### config.mk
export PLATFORM = sky130hd
export DESIGN_NAME = pulse_toggle_tx_flat
export DESIGN_NICKNAME = d
export VERILOG_FILES = /design/src/rtl/pulse_toggle_tx_if.sv /design/src/rtl/pulse_toggle_tx.sv /design/src/flat_wrapper.sv
export SDC_FILE = /design/constraint.sdc
export NUM_CORES = 1
export LEC_CHECK = 0
export BUFFER_PORTS_ARGS = -buffer_cell sky130_fd_sc_hd__clkbuf_2
export CAP_MARGIN = 20
export CORE_MARGIN = 2
export CORE_UTILIZATION = 55
export CTS_CLUSTER_DIAMETER = 100
export DETAILED_ROUTE_END_ITERATION = 6
export GPL_ROUTABILITY_DRIVEN = 0
export HOLD_SLACK_MARGIN = 0.12
export PLACE_DENSITY = 0.73
export SKIP_LAST_GASP = 1
export SLEW_MARGIN = 20
export SYNTH_ARGS = -nofsm -noshare
export SYNTH_HDL_FRONTEND = slang
export SYNTH_SLANG_ARGS = --single-unit
### constraint.sdc
create_clock -name clk -period 5.75 [get_ports clk]
set_input_delay 0.2875 -clock clk [delete_from_list [all_inputs] [get_ports clk]]
set_output_delay 0.2875 -clock clk [all_outputs]
set_load 0.005 [all_outputs]
### src/rtl/pulse_toggle_tx_if.sv
// Event/toggle handshake bundle between an event source and the toggle encoder.
interface pulse_toggle_tx_if #(
    parameter int unsigned CNT_W = 4
);
    logic             evt_in;
    logic             clr_ovf;
    logic             sig_tog;
    logic [CNT_W-1:0] pend_cnt;
    logic             ovf;
    logic             idle;

    modport master (
        output evt_in,
        output clr_ovf,
        input  sig_tog,
        input  pend_cnt,
        input  ovf,
        input  idle
    );

    modport slave (
        input  evt_in,
        input  clr_ovf,
        output sig_tog,
        output pend_cnt,
        output ovf,
        output idle
    );
endinterface

### src/rtl/pulse_toggle_tx.sv
// Event-to-transition encoder: each accepted event becomes one sig_tog edge, with
// edges spaced at least GAP clocks apart and a saturating backlog in between.
module pulse_toggle_tx #(
    parameter int unsigned GAP   = 4,
    parameter int unsigned CNT_W = 4
) (
    input  logic               clk,
    input  logic               rst_n,
    pulse_toggle_tx_if.slave   bus_io
);
    localparam logic [0:0]       StIdle  = 1'b0;
    localparam logic [0:0]       StHold  = 1'b1;
    localparam logic [7:0]       GapM1   = 8'(GAP - 1);
    localparam logic [CNT_W-1:0] PendMax = {CNT_W{1'b1}};

    if (GAP < 2 || GAP > 255) begin : g_gap_check
        $error("pulse_toggle_tx: GAP must be within 2..255");
    end

    logic [0:0]       state_q, state_d;
    logic             tog_q, tog_d;
    logic [CNT_W-1:0] pend_q, pend_d;
    logic             ovf_q, ovf_d;
    logic [7:0]       gap_q, gap_d;
    logic             drop;
    logic [CNT_W:0]   eff;

    // One bit wider so a full backlog plus a new event does not wrap.
    assign eff = {1'b0, pend_q} + {{CNT_W{1'b0}}, bus_io.evt_in};

    always_comb begin
        state_d = state_q;
        tog_d   = tog_q;
        pend_d  = pend_q;
        gap_d   = gap_q;
        drop    = 1'b0;
        unique case (state_q)
            StIdle: begin
                if (eff != '0) begin
                    tog_d   = ~tog_q;
                    pend_d  = CNT_W'(eff - {{CNT_W{1'b0}}, 1'b1});
                    gap_d   = GapM1;
                    state_d = StHold;
                end
            end
            StHold: begin
                gap_d = gap_q - 8'd1;
                if (bus_io.evt_in) begin
                    if (pend_q != PendMax) begin
                        pend_d = pend_q + 1'b1;
                    end else begin
                        drop = 1'b1;
                    end
                end
                if (gap_q == 8'd1) begin
                    state_d = StIdle;
                end
            end
            default: state_d = StIdle;
        endcase
        // A drop in the same cycle as a clear keeps the flag set.
        ovf_d = drop | (ovf_q & ~bus_io.clr_ovf);
    end

    always_ff @(posedge clk) begin
        if (!rst_n) begin
            state_q <= StIdle;
            tog_q   <= 1'b0;
            pend_q  <= '0;
            ovf_q   <= 1'b0;
            gap_q   <= 8'd0;
        end else begin
            state_q <= state_d;
            tog_q   <= tog_d;
            pend_q  <= pend_d;
            ovf_q   <= ovf_d;
            gap_q   <= gap_d;
        end
    end

    assign bus_io.sig_tog  = tog_q;
    assign bus_io.pend_cnt = pend_q;
    assign bus_io.ovf      = ovf_q;
    assign bus_io.idle     = (state_q == StIdle) && (pend_q == '0);
endmodule

### src/flat_wrapper.sv
// flat-port wrapper written by rule: the top's interface ports become plain ports
module pulse_toggle_tx_flat 
#(
    parameter int unsigned GAP   = 4,
    parameter int unsigned CNT_W = 4
)
  (clk, rst_n, bus_io_evt_in, bus_io_clr_ovf, bus_io_sig_tog, bus_io_pend_cnt, bus_io_ovf, bus_io_idle);
  pulse_toggle_tx_if #(.CNT_W(CNT_W)) bus_io_i ();
  input  logic clk;
  input  logic rst_n;
  input wire logic [$bits(bus_io_i.evt_in)-1:0] bus_io_evt_in;
  input wire logic [$bits(bus_io_i.clr_ovf)-1:0] bus_io_clr_ovf;
  output wire logic [$bits(bus_io_i.sig_tog)-1:0] bus_io_sig_tog;
  output wire logic [$bits(bus_io_i.pend_cnt)-1:0] bus_io_pend_cnt;
  output wire logic [$bits(bus_io_i.ovf)-1:0] bus_io_ovf;
  output wire logic [$bits(bus_io_i.idle)-1:0] bus_io_idle;
  assign bus_io_i.evt_in = bus_io_evt_in;
  assign bus_io_i.clr_ovf = bus_io_clr_ovf;
  assign bus_io_sig_tog = bus_io_i.sig_tog;
  assign bus_io_pend_cnt = bus_io_i.pend_cnt;
  assign bus_io_ovf = bus_io_i.ovf;
  assign bus_io_idle = bus_io_i.idle;
  pulse_toggle_tx #(.GAP(GAP), .CNT_W(CNT_W)) u_core (.clk(clk), .rst_n(rst_n), .bus_io(bus_io_i));
endmodule
==> reports/qor.yml <==
setup_path:
  cp.buffers_inverters: 0
  timing.critical_path.arrival_ns: 2.46
  setup_crit_path_kind: "flop to flop"
  end_kind: "flop"
  critical_path.reg2reg.endpoint: "u_core.bus_io.pend_cnt[3]"
  r2r.worst_path.cells: 7
  start_kind: "flop"
  critPathSlowestCell: "sky130_fd_sc_hd__dfxtp_1"
  cells_traversed_along_the_worst_timing_path: "ha_1, ha_1, or3_1, a211oi_1, a41oi_1, a211oi_1, mux2i_1"
  path_depth: 7
  r2r_setup_slack_ns: 3.51
  critical-path-top-delay-family: "compound AO/OA/AOI/OAI gates"
  timing.rr.start: "u_core.bus_io.pend_cnt[0]"
  critical-path-max-stage-delay_ns: 0.46
  worstPathRequired_ns: 5.97
  timing.critical_path.fanout_max: 7
clock_tree:
  tritoncts: "built"
  clock-sinks: 15
  clk-insertion-delay-late_ns: 0.28
  clk_pin_slew_worst_paths_ns: 0.09
  root_buffer_cell: "sky130_fd_sc_hd__clkbuf_4"
  cts.htree.levels: 1
  cts_resized: 0
  cts-hold-fix-buffers: 0
  cts_made_buffers: 3
  cts_buffer_depth: 2
  post_cts_buffers: 0
synth:
  syn_area_per_cell_um2: 8.29
  synth_cells: 110
  syn_area_um2: 912
  ys_seq_area_share_pct: 32.9
  syn-num-nets: 122
  yosys_warnings: 0
  number_of_enable_flip_flop_cells_after_synthesis: 0
  most_used_flip_flop_cell_after_synthesis: "sky130_fd_sc_hd__dfxtp_1"
  async_reset_ff_share_pct: 0
  ys_ff_latch: 15
  yosysUniqueCellTypes: 44
pwr:
  vdd_ir_drop_max_v: 0.000286
  pwr_cell_area_nw_per_um2: 526
  power.static_leakage_nw: 0.423
routing:
  vias_per_instance: 5.93
  drt.antenna.violating_nets: 0
  pre_repair_dr_iteration_count: 4
  via_count: 813
  postRouteWirelength_mm: 1.76
  iteration_0_drc_count_of_the_detailed_router: 11
  post_detailed_route_wirelength_per_cell_um: 12.8
  drc: 0
layout:
  fin_util_pct: 65.4
  layout_area_overhead_pct: 9.33
  num_antenna_cells: 0
  final-instance-count-excl-fill: 137
  layout.filler_cells: 145
  num-nets-final: 134
  post_route_cells_drive_above_1_share_pct: 17.4
run_status:
  status: "completed"
grt:
  initial_antenna_violation_count: 0
  grt_start_max_net_pins: 16
  groute.usage.overall_pct: 21.4
  via_count_of_the_first_global_routing_pass: 751
  globalRouteOverflowTotal: 0
  grt_pass1_wl_mm: 3.16
timing:
  worst_slew_pin_slew_ns: 0.511
  report.final.setup_viol: 0
  finalHoldViolations: 0
  fmax_mhz: 447
  fin_hold_ws_ns: 0.293
  report.final.slew_viol_count: 0
  finalSetupTns_ns: 0
  final.min_clock_period_ns: 2.24
  final_clock_period_utilization_by_the_worst_path_pct: 38.9
  unrepaired_setup_endpoints_after_global_routing: "false"
  finalClockSkew_ns: 0.0135
  timing.final.ws_setup_ns: 3.51
  slew-limit-headroom_pct: 65.9
placed_design:
  dp_slack_ns: 3.51
  post-dp-hpwl_mm: 1.34
  dp.cells: 133
  io_buffers: 10
run:
  max_cap_violations: 0
worst_hold_path:
  min_path_type: "input pin to flop"
  hold_path_depth: 2
  min-delay-start: "rst_n"
  min_to: "u_core.bus_io.ovf"
die:
  pin_count: 11
  fp.dieArea_um2: 2000
  row_count: 14
  initial_core_util_pct: 59.9
  die_w_um: 44.7
  die_height_um: 44.7
  floorplan.core_area_um2: 1520
flip-flops by register name (all words and copies together) (netlist names):
signal / count
u_core.bus_io.pend_cnt: 4
u_core.gap_q: 8
u_core.bus_io.sig_tog: 1
u_core.state_q: 1
u_core.bus_io.ovf: 1
area by class of cell:
| type | count | area (um2) | area share (%) |
|---|---|---|---|
| clock buffers | 3 | 22.5 | 2.26 |
| clock inverters | 1 | 5.00 | 0.502 |
| inverters | 11 | 41.3 | 4.14 |
| multi-input cells | 81 | 558 | 56.0 |
| flip-flops and latches | 15 | 300 | 30.1 |
| well taps | 16 | 20.0 | 2.01 |
| repair buffers | 10 | 50.0 | 5.02 |
synthesized netlist by cell type, types with 2 or more instances:
master                     number  share of area, %
sky130_fd_sc_hd__or3_1          4               2.7
sky130_fd_sc_hd__inv_1         10               4.1
sky130_fd_sc_hd__nand2_1        5               2.1
sky130_fd_sc_hd__o22ai_1        2               1.4
sky130_fd_sc_hd__nor2_1         6               2.5
sky130_fd_sc_hd__nand4_1        2               1.4
sky130_fd_sc_hd__a211oi_1       3               2.5
sky130_fd_sc_hd__o21ai_0        2               1.1
sky130_fd_sc_hd__clkbuf_1       2              0.82
sky130_fd_sc_hd__a21oi_1       10               5.5
sky130_fd_sc_hd__ha_1           8                11
sky130_fd_sc_hd__or4_1          2               1.6
sky130_fd_sc_hd__dfxtp_1       15                33
sky130_fd_sc_hd__nand3_1        8               4.4
sky130_fd_sc_hd__or2_0          2               1.4
through the flow:
stage / cell area [um2] / total power, mW
after global routing: 997 / 0.585
final: 997 / 0.525
after CTS: 997 / 0.528
after detailed placement: 970 / 0.468
after floorplan: 912 / 0.398
after global placement: 970 / 0.460
cell usage in the layout, fill, tap and decap left out, drive strengths merged, types with 2 or more instances in the layout:
cell	count
o22ai	2
inv	10
nand2	6
nand4	2
or3	4
or2	4
clkbuf	13
nand3	8
o21ai	3
ha	8
or4	2
clkinv	2
a21oi	11
dfxtp	15
a211oi	3
nor2	6
worst max-delay path by stage:
stage | startpoint | end | slack (ns)
after floorplan | u_core.bus_io.pend_cnt[0] | u_core.bus_io.pend_cnt[3] | 3.67
after detailed placement | u_core.bus_io.pend_cnt[0] | u_core.bus_io.pend_cnt[3] | 3.51
after global routing | u_core.bus_io.pend_cnt[0] | u_core.bus_io.pend_cnt[3] | 3.33
after global placement | u_core.bus_io.pend_cnt[0] | u_core.bus_io.pend_cnt[3] | 3.58
final | u_core.bus_io.pend_cnt[0] | u_core.bus_io.pend_cnt[3] | 3.51
after CTS | u_core.bus_io.pend_cnt[0] | u_core.bus_io.pend_cnt[3] | 3.51
power breakdown:
part / internal [mW] / total (mW) / switching [mW] / leakage (nW)
logic: 0.124 / 0.270 / 0.146 / 0.281
clock network: 0.0258 / 0.0583 / 0.0325 / 0.0177
registers: 0.141 / 0.197 / 0.0553 / 0.124
metal layers:
layer / global-route usage (%) / part of all wire, % / vias to the layer above / routed length [um]
li1: - / - / 425 / -
met1: 28.6 / 50 / 369 / 875
met2: 33.9 / 44 / 19 / 780
met3: 8.00 / 5.6 / 0 / 99
met4: 2.42 / 0 / 0 / 0
met5: 0 / 0 / - / 0
kinds of logic after synthesis:
| family | share of synthesized area, % |
|---|---|
| AND/OR/NAND/NOR | 24.6 |
| XOR/XNOR | 1.92 |
| multiplexers | 1.10 |
| buffers and inverters | 5.90 |
| flip-flops | 32.9 |
| AO/OA/AOI/OAI | 22.6 |
| adder cells (fa/ha/maj) | 11.0 |
(Power assumes the default switching activity.)
